$ cat src/rtl/key_game_pkg.sv
// Shared types for the key game controller.
//   game_state_t  : sequencer states
//   MODE_COLLECT  : checker compares against the collectable code set
//   MODE_FINAL    : checker compares against the final code
package key_game_pkg;

  typedef enum logic [2:0] {
    PLAY,
    ARM,
    EVAL,
    WIN,
    LOSE
  } game_state_t;

  localparam logic MODE_COLLECT = 1'b0;
  localparam logic MODE_FINAL   = 1'b1;

endpackage

$ cat src/rtl/btn_debounce.sv
// Button front end: invert, two-stage synchroniser, stability timer.
// Ports:
//   clk, reset     : clock, synchronous active-high reset
//   key_n          : raw active-low button
//   pressed_pulse  : one cycle when the debounced level goes released->pressed
module btn_debounce
  import key_game_pkg::*;
#(
  parameter int DEBOUNCE_CYCLES = 50000
) (
  input  logic clk,
  input  logic reset,
  input  logic key_n,
  output logic pressed_pulse
);

  localparam int CNT_W = (DEBOUNCE_CYCLES > 1) ? $clog2(DEBOUNCE_CYCLES) : 1;
  localparam logic [CNT_W-1:0] RELOAD = CNT_W'(DEBOUNCE_CYCLES - 1);

  logic             sync_q1;
  logic             sync_q2;
  logic             level_q;
  logic [CNT_W-1:0] cnt_q;

  // Down-counter runs only while the synchronised sample disagrees with the
  // accepted level; the DEBOUNCE_CYCLES-th consecutive disagreeing sample
  // (terminal count) flips the level. Any agreeing sample reloads it.
  always_ff @(posedge clk) begin
    if (reset) begin
      sync_q1       <= 1'b0;
      sync_q2       <= 1'b0;
      level_q       <= 1'b0;
      cnt_q         <= RELOAD;
      pressed_pulse <= 1'b0;
    end else begin
      sync_q1       <= ~key_n;
      sync_q2       <= sync_q1;
      pressed_pulse <= 1'b0;
      if (sync_q2 == level_q) begin
        cnt_q <= RELOAD;
      end else if (cnt_q == '0) begin
        level_q       <= sync_q2;
        cnt_q         <= RELOAD;
        pressed_pulse <= sync_q2;
      end else begin
        cnt_q <= cnt_q - CNT_W'(1);
      end
    end
  end

endmodule

$ cat src/rtl/key_game_ctrl.sv
// Sequencer for the switch-code checker: snapshots the switches on a submit
// press, waits out the checker's registered latency, then scores the result.
// Ports:
//   clk, reset                  : clock, synchronous active-high reset
//   sw                          : raw board switches
//   key_submit_n, key_start_n   : raw active-low buttons
//   chk_match, chk_final_match  : checker results (1-cycle registered)
//   chk_sw, chk_mode            : value and mode presented to the checker
//   score, lives                : accepted codes / lives remaining
//   hit_pulse, miss_pulse       : one-cycle submission outcome
//   won, lost                   : terminal levels
//
// state | meaning
// PLAY  | idle, waiting for a submit press
// ARM   | chk_sw snapshot stable, checker registering it
// EVAL  | checker result valid, score or charge a life
// WIN   | final code accepted, terminal
// LOSE  | lives exhausted, terminal
module key_game_ctrl
  import key_game_pkg::*;
#(
  parameter int SW_W            = 10,
  parameter int CODES_NEEDED    = 3,
  parameter int LIVES           = 3,
  parameter int DEBOUNCE_CYCLES = 50000
) (
  input  logic            clk,
  input  logic            reset,
  input  logic [SW_W-1:0] sw,
  input  logic            key_submit_n,
  input  logic            key_start_n,
  input  logic            chk_match,
  input  logic            chk_final_match,
  output logic [SW_W-1:0] chk_sw,
  output logic            chk_mode,
  output logic [3:0]      score,
  output logic [2:0]      lives,
  output logic            hit_pulse,
  output logic            miss_pulse,
  output logic            won,
  output logic            lost
);

  localparam logic [3:0] SCORE_MAX  = 4'(CODES_NEEDED);
  localparam logic [2:0] LIVES_INIT = 3'(LIVES);

  logic            submit_pulse;
  logic            start_pulse;
  game_state_t     state_q;
  logic [SW_W-1:0] last_code_q;
  logic            last_valid_q;
  logic [3:0]      score_inc;
  logic [2:0]      lives_dec;
  logic            new_code;
  logic            eval_pass;

  btn_debounce #(.DEBOUNCE_CYCLES(DEBOUNCE_CYCLES)) u_db_submit (
    .clk          (clk),
    .reset        (reset),
    .key_n        (key_submit_n),
    .pressed_pulse(submit_pulse)
  );

  btn_debounce #(.DEBOUNCE_CYCLES(DEBOUNCE_CYCLES)) u_db_start (
    .clk          (clk),
    .reset        (reset),
    .key_n        (key_start_n),
    .pressed_pulse(start_pulse)
  );

  assign score_inc = (score < SCORE_MAX) ? score + 4'd1 : score;
  assign lives_dec = (lives != 3'd0) ? lives - 3'd1 : 3'd0;
  assign new_code  = !last_valid_q || (chk_sw != last_code_q);
  assign eval_pass = (chk_mode == MODE_FINAL) ? chk_final_match : chk_match;

  // Start is folded into the reset branch so it overrides any in-flight
  // evaluation; the debouncers are deliberately left running.
  always_ff @(posedge clk) begin
    if (reset || start_pulse) begin
      state_q      <= PLAY;
      chk_sw       <= '0;
      chk_mode     <= MODE_COLLECT;
      score        <= '0;
      lives        <= LIVES_INIT;
      hit_pulse    <= 1'b0;
      miss_pulse   <= 1'b0;
      won          <= 1'b0;
      lost         <= 1'b0;
      last_code_q  <= '0;
      last_valid_q <= 1'b0;
    end else begin
      hit_pulse  <= 1'b0;
      miss_pulse <= 1'b0;
      case (state_q)
        PLAY: begin
          if (submit_pulse) begin
            chk_sw  <= sw;
            state_q <= ARM;
          end
        end
        ARM: state_q <= EVAL;
        EVAL: begin
          if (eval_pass) begin
            if (chk_mode == MODE_FINAL) begin
              won       <= 1'b1;
              hit_pulse <= 1'b1;
              state_q   <= WIN;
            end else begin
              state_q <= PLAY;
              // A repeat of the last accepted code is silently ignored.
              if (new_code) begin
                score        <= score_inc;
                last_code_q  <= chk_sw;
                last_valid_q <= 1'b1;
                hit_pulse    <= 1'b1;
                if (score_inc == SCORE_MAX) chk_mode <= MODE_FINAL;
              end
            end
          end else begin
            lives      <= lives_dec;
            miss_pulse <= 1'b1;
            if (lives_dec == 3'd0) begin
              lost    <= 1'b1;
              state_q <= LOSE;
            end else begin
              state_q <= PLAY;
            end
          end
        end
        WIN, LOSE: state_q <= state_q;
        default:   state_q <= PLAY;
      endcase
    end
  end

endmodule

$ cat config.mk
export PLATFORM = sky130hd
export DESIGN_NAME = key_game_ctrl
export DESIGN_NICKNAME = d
export VERILOG_FILES = /design/src/rtl/key_game_pkg.sv /design/src/rtl/btn_debounce.sv /design/src/rtl/key_game_ctrl.sv
export SDC_FILE = /design/constraint.sdc
export NUM_CORES = 1
export LEC_CHECK = 0
export ABC_CLOCK_PERIOD_IN_PS = 4200
export BUFFER_PORTS_ARGS = -buffer_cell sky130_fd_sc_hd__clkbuf_2
export CAP_MARGIN = 20
export CORE_MARGIN = 4
export CORE_UTILIZATION = 47
export DETAILED_ROUTE_END_ITERATION = 7
export HOLD_SLACK_MARGIN = 0.15
export PLACE_DENSITY_LB_ADDON = 0.05
export SYNTH_ARGS = -nofsm -noshare
export SYNTH_HDL_FRONTEND = slang
export SYNTH_HIERARCHICAL = 1
export SYNTH_SLANG_ARGS = --single-unit
$ cat constraint.sdc
create_clock -name clk -period 4.2 [get_ports clk]
set_clock_uncertainty 0.05 [all_clocks]
set_input_delay 0.84 -clock clk [delete_from_list [all_inputs] [get_ports clk]]
set_output_delay 0.84 -clock clk [all_outputs]
set_load 0.01 [all_outputs]
Word level (Yosys, flattened, before mapping)
Index checks and enable logic that the tools add are counted.

Bits in registers: 76. Bits of input ports: 16. Word-level logic and storage cells: 83.

$add $sub $neg: 4. Order comparisons: 1. Equal/unequal tests: 9. Mux-type cells: 14. Bitwise gates (word level): 10. Reduce and logical (&&, ||, !) cells: 24.

Operator list (count): 16-bit logical NOT (2); 16-bit by 1-bit subtractor with 16-bit output (second input constant) (2); 3-bit OR reduction (5); 3-bit 2-to-1 mux (4); 3-bit case mux with 4 select lines (1); 2-bit AND reduction (6); 10-bit inequality test (1); 1-bit inverter (10); 1-bit 2-to-1 mux (7); 3-bit by 2-bit equality test with 1-bit output (second input constant) (2); 3-bit logical NOT (2); 3-bit AND reduction (2); 4-bit by 1-bit adder with 4-bit output (second input constant) (1); 4-bit by 2-bit equality test with 1-bit output (second input constant) (1); 4-bit by 2-bit < comparator with 1-bit output (second input constant) (1); 4-bit 2-to-1 mux (1); 4-bit AND reduction (1); 2-bit OR reduction (2); 3-bit by 1-bit equality test with 1-bit output (second input constant) (1); 3-bit equality test (second input constant) (1); 3-bit nonzero test (1); 3-bit by 1-bit subtractor with 3-bit output (second input constant) (1); 1-bit equality test (2); 1-bit logical OR (2); other kinds (3) (3).

Longest topological paths before layout
Depth in word-level cells: 6. Depth in mapped cells: 7. Gate-level depth less buffers: 6.

Cells and area by module
The synthesis kept the hierarchy.

Modules (own cells, without submodules): btn_debounce (instances 2, cells an instance 86, area an instance 854.6 um2, sequential area each 400.4 um2); key_game_ctrl (instances 1, cells an instance 178, area an instance 1521.5 um2, sequential area each 720.7 um2).

Least setup slack after synthesis
No wires, ideal clock.

Kind: input port to flip-flop. Start: in chk_match. End: reg lost. Library setup time: 0.070 ns. Data arrival time: 1.737 ns. Required time: 4.080 ns. Path slack: 2.344 ns. Stages on the path: 5. Cell sequence: nor2b_1 > a21oi_1 > nand2_1 > or3_1 > a21oi_1.

Cells in the longest elaborated chain, start to end: 3.

RTL lines: from (decl) (RTL line key_game_ctrl.sv:32) `input logic chk_match,`; 1-bit 2-to-1 mux (RTL line key_game_ctrl.sv:74) `assign eval_pass = (chk_mode == MODE_FINAL) ? chk_final_match : chk_match;`; 1-bit inverter (no line); 3-bit AND reduction (no line); to (signal assigned) (RTL line key_game_ctrl.sv:88) `lost <= 1'b0;`; to (signal assigned) (RTL line key_game_ctrl.sv:123) `lost <= 1'b1;`; to (decl) (RTL line key_game_ctrl.sv:41) `output logic lost`.

No other way between the ends. A chain may end at the register's enable or synchronous reset.

Worst setup path in the final report
Start: in reset. End: reg chk_mode.

Cells in the longest elaborated chain, start to end: 1.

RTL lines: from (decl) (RTL line key_game_ctrl.sv:28) `input logic reset,`; 1-bit logical OR (RTL line key_game_ctrl.sv:79) `if (reset || start_pulse) begin`; to (signal assigned) (RTL line key_game_ctrl.sv:82) `chk_mode <= MODE_COLLECT;`; to (signal assigned) (RTL line key_game_ctrl.sv:116) `if (score_inc == SCORE_MAX) chk_mode <= MODE_FINAL;`; to (decl) (RTL line key_game_ctrl.sv:35) `output logic chk_mode,`.

No other way between the ends.

==> results.cfg <==
[pwr]
p_leak_nw = 1.40
switching_share = 0.192
pwr_density_cell_nw_per_um2 = 382
pwr-share-seq = 0.515
pwr-share-clk = 0.470
ir_drop_v = 0.000254
power_frac_comb = 0.015
power_switching_mw = 0.270
internal_power_mw = 1.14

[grt]
antenna_found_initial = 0
grt_remaining_overflow = 0
grt_pass1_wl_mm = 10.7
grt_max_degree = 33
grt_pass1_vias = 2320
grt_util_all_layers = 0.157

[logic_synthesis]
synth_edf_count = 0
synthTopCellsByCount = 76 x dfxtp_1, 52 x nand2_1, 34 x nor2_1
syn_avg_cell_area_um2 = 9.23
ys_ff_latch = 76
netlist.area_leader.share = 0.471
synth_ff_type = dfxtp_1
synth_fp_nets = 371
yosys.cell_types.count = 42
netlist_instances = 350
synth_seq_area_share = 0.471
synth-async-reset-ratio = 0
synthesis.area_um2 = 3230
synth_area_leaders = dfxtp_1 47%, nand2_1 6.0%, xor2_1 6.0%
synth_warnings = 6
synth_area_leader_cell = dfxtp_1
yosys.cell_count.top_type = dfxtp_1

[floorplanning]
initial_core_util = 0.497
die_h_um = 90.9
die_w_um = 90.9
rows = 29
die_area_um2 = 8260
pin_count = 38
core-area_um2 = 6490

[worst_setup_path]
rrSetupSlack_ns = 2.34
ff2ff_path_depth = 4
crit_type = input port to register
worstReg2RegEnd = score[0]
path_max_fanout = 32
crit_required_ns = 4.42
end_kind = register
cp.arrival_ns = 2.19
start_kind = input port
reg2reg_from = state_q[1]

[placed_design]
dpl.hpwl_mm = 4.22
gp_congestion = 0.789
io_buffer_count = 37

[route]
routed_wl_mm = 6.09
wl_per_cell_um = 13.0
num_vias = 2422
via_per_inst = 5.18
drc = 0
first_pass_iters = 4
first_iter_violations = 120
antenna_left = 0

[sta]
finalCriticalPeriod_ns = 1.97
relSlewSlack = 0.555
fin_setup_tns_ns = 0
max_freq_mhz = 508
finalCritPeriodShare = 0.469
maxSlewViolCount = 0
hold_violations = 0
worstMarginPinSlew_ns = 0.665
finalSetupViolations = 0
rsz0062_at_grt = false

[status]
status = finished, final reports clean

[final_layout]
fin_nets = 408
n_antenna_cell = 0
utilization = 0.567
fillers = 583
area_delta_synth_final_pct = 14.1
drive_gt1_frac = 0.179

[cts]
clk_pin_slew_worst_paths_ns = 0.07
post_cts_buffers = 0
cts-root-buf = clkbuf_8
htreeDepth = 3
clk_path_buf_depth = 2
cts_hold_buf = 0
tritoncts = done
post_cts_resized = 0
clk_latency_ns = 0.34
cts_sinks = 76
cts_buffers = 9

[worst_hold_path]
hold_depth = 1
hp-class = register to register
worstHoldEndpoint = u_db_start/cnt_q[0]
hp-start = u_db_start/cnt_q[0]

[run]
cap_violations = 0
-- kinds of logic (layout without fill, tap and decap cells) --
logic type                 after synthesis  after routing  synth area share
AOI/OAI and AO/OA                       53             53            0.0922
xor gates and xnor gates                35             35            0.0949
adders and majority gates                5              5            0.0194
buffers and inverters                   18             59            0.0283
DFF                                     76             76             0.471
muxes                                    5              5            0.0163
and+or+nand+nor                        158            158             0.278
-- worst max-delay path: stages --
cell and delay [ns]:
clkbuf_2 0.17, or2_2 0.55, nor3b_1 0.37, nand3_1 0.11, o21ai_0 0.13
-- per-layer routing --
metal | vias up | global-route usage | share of wire
li1 | 1285 | - | -
met3 | 8 | 0.0417 | 0.042
met5 | - | 0 | 0
met4 | 0 | 0.0603 | 0.013
met2 | 45 | 0.232 | 0.42
met1 | 1084 | 0.221 | 0.52
-- worst max-delay path by stage --
stage	start	end	depth (start not counted)
after global placement	reset	chk_mode	5
after floorplan	chk_match	lost	5
after global routing	reset	chk_mode	5
after detailed placement	reset	chk_mode	5
final	reset	chk_mode	5
after CTS	reset	chk_mode	5
-- area by class of cell --
type | count | area, um^2 | share of cell area
Multi-Input combinational cell | 256 | 1620 | 0.439
Sequential cell | 76 | 1520 | 0.413
Timing Repair Buffer | 37 | 185 | 0.0503
Clock buffer | 10 | 138 | 0.0374
Clock inverter | 5 | 100 | 0.0272
Tap cell | 77 | 96.3 | 0.0261
Inverter | 7 | 26.3 | 0.00713
-- sequential cells by signal, summed over array words and instances, names as in the netlist, 2 cells and up, named ones only --
| signal | flops |
|---|---|
| score | 2 |
| last_code_q | 10 |
| u_db_start/cnt_q | 16 |
| chk_sw | 10 |
| lives | 3 |
| u_db_submit/cnt_q | 16 |
| state_q | 3 |
-- power by group through the flow --
stage	clock [mW]	sequential [mW]	combinational (mW)
after CTS	0.682	0.724	0.0220
after floorplan	0	0.740	0.0128
after detailed placement	0	0.741	0.0218
after global placement	0	0.741	0.0217
final	0.661	0.724	0.0214
after global routing	0.714	0.724	0.0245
-- cells in the final DEF (no fill, tap or decap), types with 4 or more instances in the layout --
| cell | n |
|---|---|
| nor4_4 | 4 |
| a21oi_1 | 28 |
| inv_1 | 7 |
| xor2_1 | 22 |
| clkbuf_8 | 10 |
| or4_1 | 5 |
| o21ai_0 | 13 |
| nand3b_1 | 4 |
| nor4_1 | 4 |
| nand3_1 | 16 |
| clkbuf_2 | 37 |
| nand4b_1 | 4 |
| ha_1 | 5 |
| nand2_1 | 52 |
| xnor2_1 | 13 |
| nor3_1 | 10 |
| dfxtp_1 | 76 |
| nor2_1 | 34 |
-- through the flow --
| stage | worst slack (ns) | cells | power [mW] | cell area [um^2] | hold WS, ns |
|---|---|---|---|---|---|
| floorplan | 2.34 | 350 | 0.753 | 3230 | 0.341 |
| global placement | 1.94 | 453 | 0.762 | 3450 | 0.360 |
| detailed placement | 1.88 | 453 | 0.762 | 3450 | 0.358 |
| CTS | 2.24 | 468 | 1.43 | 3680 | 0.378 |
| global route | 2.07 | 468 | 1.46 | 3680 | 0.415 |
| finish | 2.23 | 468 | 1.41 | 3680 | 0.378 |
No activity file was read; power rests on OpenSTA's default activity.
